**src/rtl/host_seq.sv**
```systemverilog
// Host-side job sequencer: preloads CPU data memory, runs the CPU under a
// cycle timeout, then streams a window of data memory back to the host.
//
// state | meaning
// IDLE  | waiting for start
// LOAD  | accepting preload beats into data memory
// HOLD  | two-cycle CPU reset hold before run
// RUN   | CPU released and requested, cycle counter and timeout active
// READ  | streaming rb_len bytes from rd_ptr
// FIN   | one-cycle job_done pulse
module host_seq #(
  parameter int D   = 12,
  parameter int TMO = 1000
) (
  input  logic       clk,
  input  logic       reset,
  input  logic       start,
  input  logic       ld_valid,
  output logic       ld_ready,
  input  logic [7:0] ld_addr,
  input  logic [7:0] ld_data,
  input  logic       ld_last,
  input  logic [7:0] rb_base,
  input  logic [7:0] rb_len,
  output logic       mem_sel,
  output logic       mem_wr_en,
  output logic [7:0] mem_addr,
  output logic [7:0] mem_wdata,
  input  logic [7:0] mem_rdata,
  output logic       cpu_reset,
  output logic       cpu_req,
  input  logic       cpu_done,
  output logic       rb_valid,
  input  logic       rb_ready,
  output logic [7:0] rb_data,
  output logic       rb_last,
  output logic       busy,
  output logic       job_done,
  output logic       timeout,
  output logic [15:0] cycles
);

  localparam logic [2:0] S_IDLE = 3'd0;
  localparam logic [2:0] S_LOAD = 3'd1;
  localparam logic [2:0] S_HOLD = 3'd2;
  localparam logic [2:0] S_RUN  = 3'd3;
  localparam logic [2:0] S_READ = 3'd4;
  localparam logic [2:0] S_FIN  = 3'd5;

  // Run timer is never narrower than the CPU program counter.
  localparam int TW = ($clog2(TMO + 1) > D) ? $clog2(TMO + 1) : D;

  logic [2:0]    state;
  logic          hold_cnt;
  logic [TW-1:0] tmr;
  logic [7:0]    rd_ptr;
  logic [7:0]    rb_cnt;

  always_ff @(posedge clk or negedge reset) begin
    if (!reset) begin
      state    <= S_IDLE;
      hold_cnt <= 1'b0;
      tmr      <= '0;
      rd_ptr   <= 8'h00;
      rb_cnt   <= 8'h00;
      cycles   <= 16'h0000;
      timeout  <= 1'b0;
    end else begin
      case (state)
        S_IDLE: begin
          if (start) begin
            state   <= S_LOAD;
            rd_ptr  <= rb_base;
            rb_cnt  <= rb_len;
            cycles  <= 16'h0000;
            timeout <= 1'b0;
          end
        end
        S_LOAD: begin
          if (ld_valid && ld_last) begin
            state    <= S_HOLD;
            hold_cnt <= 1'b0;
          end
        end
        S_HOLD: begin
          if (hold_cnt) begin
            state  <= S_RUN;
            cycles <= 16'h0000;
            tmr    <= TW'(TMO - 1);
          end else begin
            hold_cnt <= 1'b1;
          end
        end
        S_RUN: begin
          if (cycles != 16'hFFFF) cycles <= cycles + 16'd1;
          // cpu_done takes priority over the terminal count in the same cycle
          if (cpu_done || (tmr == '0)) begin
            state   <= (rb_cnt == 8'h00) ? S_FIN : S_READ;
            timeout <= ~cpu_done;
          end else begin
            tmr <= tmr - TW'(1);
          end
        end
        S_READ: begin
          if (rb_ready) begin
            rd_ptr <= rd_ptr + 8'd1;
            rb_cnt <= rb_cnt - 8'd1;
            if (rb_cnt == 8'd1) state <= S_FIN;
          end
        end
        S_FIN:   state <= S_IDLE;
        default: state <= S_IDLE;
      endcase
    end
  end

  always_comb begin
    ld_ready  = 1'b0;
    mem_sel   = 1'b0;
    mem_wr_en = 1'b0;
    mem_addr  = 8'h00;
    mem_wdata = 8'h00;
    cpu_reset = 1'b1;
    cpu_req   = 1'b0;
    rb_valid  = 1'b0;
    rb_data   = 8'h00;
    rb_last   = 1'b0;
    busy      = (state != S_IDLE);
    job_done  = (state == S_FIN);
    case (state)
      S_LOAD: begin
        ld_ready  = 1'b1;
        mem_sel   = 1'b1;
        mem_wr_en = ld_valid;
        mem_addr  = ld_addr;
        mem_wdata = ld_data;
      end
      S_RUN: begin
        cpu_reset = 1'b0;
        cpu_req   = 1'b1;
      end
      S_READ: begin
        mem_sel  = 1'b1;
        mem_addr = rd_ptr;
        rb_valid = 1'b1;
        rb_data  = mem_rdata;
        rb_last  = (rb_cnt == 8'd1);
      end
      default: ;
    endcase
  end

endmodule

```
**config.mk**
```make
export PLATFORM = sky130hd
export DESIGN_NAME = host_seq
export DESIGN_NICKNAME = d
export VERILOG_FILES = /design/src/rtl/host_seq.sv
export SDC_FILE = /design/constraint.sdc
export NUM_CORES = 1
export LEC_CHECK = 0
export CORE_UTILIZATION = 51
export DETAILED_ROUTE_END_ITERATION = 10
export GPL_ROUTABILITY_DRIVEN = 0
export PLACE_DENSITY = 0.83
export RECOVER_POWER = 25
export REMOVE_ABC_BUFFERS = 1
export SYNTH_ARGS = -nofsm -noshare
export SYNTH_HDL_FRONTEND = slang
export SYNTH_SLANG_ARGS = --single-unit
```
**constraint.sdc**
```tcl
create_clock -name clk -period 5.3 [get_ports clk]
set_clock_uncertainty 0.05 [all_clocks]
set_input_delay 1.325 -clock clk [delete_from_list [all_inputs] [get_ports clk]]
set_output_delay 1.325 -clock clk [all_outputs]
set_load 0.01 [all_outputs]
```
### Word level (Yosys, flattened, before mapping)

Index checks and enable logic that the tools add are counted.

| word-level totals | value |
|---|---|
| register bits | 49 |
| input bits | 47 |

| cells by class | value |
|---|---|
| eq/ne operators | 15 |
| bitwise gates (word level) | 1 |
| add/subtract/negate cells | 4 |
| reduce and logical (&&, ||, !) cells | 18 |
| mux-type cells | 36 |

Operators by type and width:

| kind | count |
|---|---|
| 16-bit two-way mux | 3 |
| 8-bit two-way mux | 6 |
| 16-bit case mux with 3 select lines | 1 |
| 8-bit case mux with 2 select lines | 3 |
| 12-bit two-way mux | 2 |
| 12-bit case mux with 2 select lines | 1 |
| 3-bit two-way mux | 6 |
| 16-bit by 1-bit adder with 16-bit output, second input constant | 1 |
| 16-bit inequality test, second input constant | 1 |
| 2-bit inequality test, second input constant | 8 |
| 3-bit case mux with 5 select lines | 1 |
| 12-bit logical NOT | 1 |
| 12-bit by 1-bit subtractor with 12-bit output, second input constant | 1 |
| 1-bit two-way mux | 11 |
| 3-bit AND reduction | 3 |
| 8-bit by 1-bit adder with 8-bit output, second input constant | 1 |
| 8-bit by 1-bit equality test with 1-bit output, second input constant | 1 |
| 8-bit logical NOT | 1 |
| 2-bit nonzero test | 4 |
| 8-bit by 1-bit subtractor with 8-bit output, second input constant | 1 |
| 3-bit by 2-bit equality test with 1-bit output, second input constant | 2 |
| 3-bit equality test, second input constant | 2 |
| 6-bit AND reduction | 1 |
| 3-bit nonzero test | 2 |
| other kinds (9) | 10 |

### Logic depth before layout (Yosys ltp)

| logic depth | value |
|---|---|
| word-level depth | 4 |
| mapped depth | 7 |
| gate-level depth less buffers | 6 |

### Least setup slack after synthesis

No wires, ideal clock.

| timing path | value |
|---|---|
| path kind | input to output |
| start | input port ld_addr[0] |
| end | output port mem_addr[0] |
| buffers on the path | 0 |
| data arrival time | 1.547 ns |
| required time | 3.925 ns |
| stages | 1 |
| path slack | 2.378 ns |
| path through | a22o_1 |

| on the way | value |
|---|---|
| cells in the longest elaborated chain, start to end | 1 |

Ends and longest elaborated chain:

| item | line | source |
|---|---|---|
| from (decl) | 20 | `input logic [7:0] ld_addr,` |
| 8-bit case mux with 2 select lines | 130 | `case (state)` |
| to (decl) | 27 | `output logic [7:0] mem_addr,` |

Every way passes these cells.

### Worst setup path in the final report

| timing path | value |
|---|---|
| start | register state[2] |
| end | output port mem_addr[4] |

| on the way | value |
|---|---|
| cells in the longest elaborated chain, start to end | 2 |
| elaborated cells between the ends (all ways) | 3 |

Ends and longest elaborated chain:

| item | line | source |
|---|---|---|
| from (decl) | 53 | `logic [2:0] state;` |
| from (signal assigned) | 98 | `state <= (rb_cnt == 8'h00) ? S_FIN : S_READ;` |
| 3-bit equality test / 3-bit by 1-bit equality test with 1-bit output (equally long branches) | 130 |  |
| 8-bit case mux with 2 select lines (*) | 130 |  |

Every way passes the cells marked *; elsewhere a longest branch is shown, timed or not.

==> flow_metrics.tcl <==
set metrics [dict create \
    synth-simple-area-share_pct 26.1 \
    htree_levels 2 \
    cts_tree "yes" \
    antenna_found_initial 0 \
    worstSetupStartpointType "register" \
    ir_worst_vdd_uv 273 \
    syn_to_final_growth_pct 34.4 \
    wirelength_um 8270 \
    synth_xor_area_share_pct 0 \
    drc 0 \
    yosysSeqAreaShare_pct 38.8 \
    wl_per_cell_um 15.8 \
    postCtsSetupBuffers 0 \
    cp_max_fo 40 \
    hold_buffers 0 \
    grt-ovfl-total 0 \
    clkTransAtPathRegs_ns 0.10 \
    die_h_um 80.7 \
    rsz0062_at_grt "false" \
    synthFlopType "dfrtp_1" \
    viasPerCell 6.12 \
    cts_max_path_buffers 2 \
    track_usage_pct 26.6 \
    crit_required_ns 3.92 \
    diodes 0 \
    vias 3197 \
    cp_common_cell "nand2_1" \
    setup_viol 0 \
    synth.area.top_cells "dfrtp_1, a21oi_1, o21ai_0" \
    grt_pass1_wl_um 13600 \
    multiInputGateArea_um2 1810 \
    synth_common_cells "dfrtp_1, nand2_1, nor2_1, a21oi_1, o21ai_0" \
    fin_crit_ns 4.28 \
    fin_crit_sh_pct 80.8 \
    synthMuxAreaShare_pct 0.673 \
    cts_sinks 49 \
    syn_avg_cell_area_um2 8.66 \
    slowest_stage "or3b_1" \
    synth_compound_area_share_pct 27.4 \
    yosysMostFrequentCell "dfrtp_1" \
    seq_area_um2 1230 \
    synth-edff-count 0 \
    crit_arrival_ns 2.91 \
    p_total_uw 1960 \
    synth_adder_area_share_pct 2.77 \
    clock_latency_ns 0.30 \
    finalMaxSlewViolations 50 \
    worst-setup-path-type "register to primary output" \
    ys_types 63 \
    syn_area_um2 3160 \
    ys_ff_latch 49 \
    synth_top_family_by_area "compound AO/OA/AOI/OAI gates" \
    yosysWarnings 0 \
    synth.top_cell.area_share_pct 38.8 \
    cts-root-buf "clkbuf_8" \
    nNetsFinal 500 \
    tightest_slew_ns 2.61 \
    rows 28 \
    max_freq_mhz 233 \
    antenna_left 0 \
    chipWidth_um 80.7 \
    grt_pass1_vias 2908 \
    drtPass1Iterations 5 \
    hpwl_um 5800 \
    dp.cells 514 \
    port-buffer-count 96 \
    coreArea_um2 5960 \
    hold_path.class "register to register" \
    violations "max-capacitance violations, max-slew violations" \
    floorplan.die_area_um2 6510 \
    start_util_pct 53.0 \
    yosysTopAreaCell "dfrtp_1" \
    path_cells "or3b_1 > inv_2 > nand2_1 > nand2_1 > clkdlybuf4s50_1" \
    cp-end-kind "primary output" \
    ctsResizeCount 0 \
    status "complete, but fails checks" \
    drtIter0Drc 178 \
    synth_async_sr_flop_share_pct 100 \
    synth_cells 365 \
    fin_setup_tns_ns 0 \
    grt_max_degree 50 \
    n_fill_cell 498 \
    drive_gt1_share_pct 6.04 \
    pin_count 97 \
    cts_buffers 5 \
    max_cap_violations 1 \
    powerDensity_nw_per_um2 461 \
    hold_violations 0 \
    p_leak_uw 0.00166 \
    layoutNonFillerInstCount 522 \
    slew_headroom_pct -74.0 \
    max_stage_delay_ns 0.69 \
]
cell type report:
type | count | share of cell area [%]
clock buffers | 7 | 2.03
clock inverters | 1 | 0.707
inverters | 10 | 0.884
multi-input cells | 283 | 42.6
flip-flops and latches | 49 | 28.9
well taps | 75 | 2.21
repair buffers | 97 | 22.7
critical path: cells and delay by family (launching register included):
kind | cells | cell delay, ns
buf+inv | 2 | 1.09
flops | 1 | 0.60
simple gates | 3 | 0.91
report_power, final:
part	internal, uW	switching, uW	leakage [uW]	total, uW
Combinational	498	501	0.00100	1000
Sequential	492	183	0.000600	675
Clock	154	128	0.0000585	283
Total	1140	813	0.00166	1960
cell usage in the layout (no fill, tap or decap), drive strengths merged, types with 8 or more instances in the layout:
cell,synthesis,final
a31oi,17,17
o21ai,29,29
nand3,17,17
a21oi,24,24
nor3,12,12
clkbuf,15,8
nand2,25,25
dfrtp,49,49
inv,10,10
clkdlybuf4s50,0,94
nor2,25,25
and2,19,19
worst paths after layout:
| check | startpoint | cells after the start | slack [ns] | to |
|---|---|---|---|---|
| max | state[2] | 5 | 1.02 | mem_addr[4] |
| min reg2reg | tmr[10] | 1 | 0.48 | tmr[10] |
| max reg2reg | state[2] | 5 | 2.77 | rb_cnt[5] |
| min in group asynchronous | reset | 1 | 1.78 | tmr[6] |
| max in group asynchronous | reset | 1 | 1.94 | rb_cnt[0] |
| min | tmr[10] | 1 | 0.48 | tmr[10] |
flip-flops by register name, summed over array words and instances (netlist names):
name	flops
rb_cnt	8
tmr	12
state	3
timeout	1
rd_ptr	8
hold_cnt	1
cycles	16
kinds of logic (layout without fill, tap and decap cells):
family	Yosys count	in the layout
mux	2	2
fa+ha+maj	7	7
simple gates	146	146
compound gates	128	128
buf+inv	33	115
flops	49	49
per-stage QoR:
stage	util, %	setup WS, ns	instance area, um^2	hold WS (ns)
6_report	71.3	1.02	4250	0.476
5_1_grt	71.3	0.825	4250	0.501
4_1_cts	71.3	1.03	4250	0.464
3_5_place_dp	69.3	1.37	4130	0.449
3_3_place_gp	69.3	1.39	4130	0.445
2_1_floorplan	-	1.92	3060	0.415
layer usage:
layer  track usage, %  wire (um)  part of all wire (%)
met1             35.2       3660                    44
met2             44.7       3980                    48
met3             4.43        566                   6.8
met4             7.86         61                  0.74
met5                0          0                     0
(Power assumes the default switching activity.)
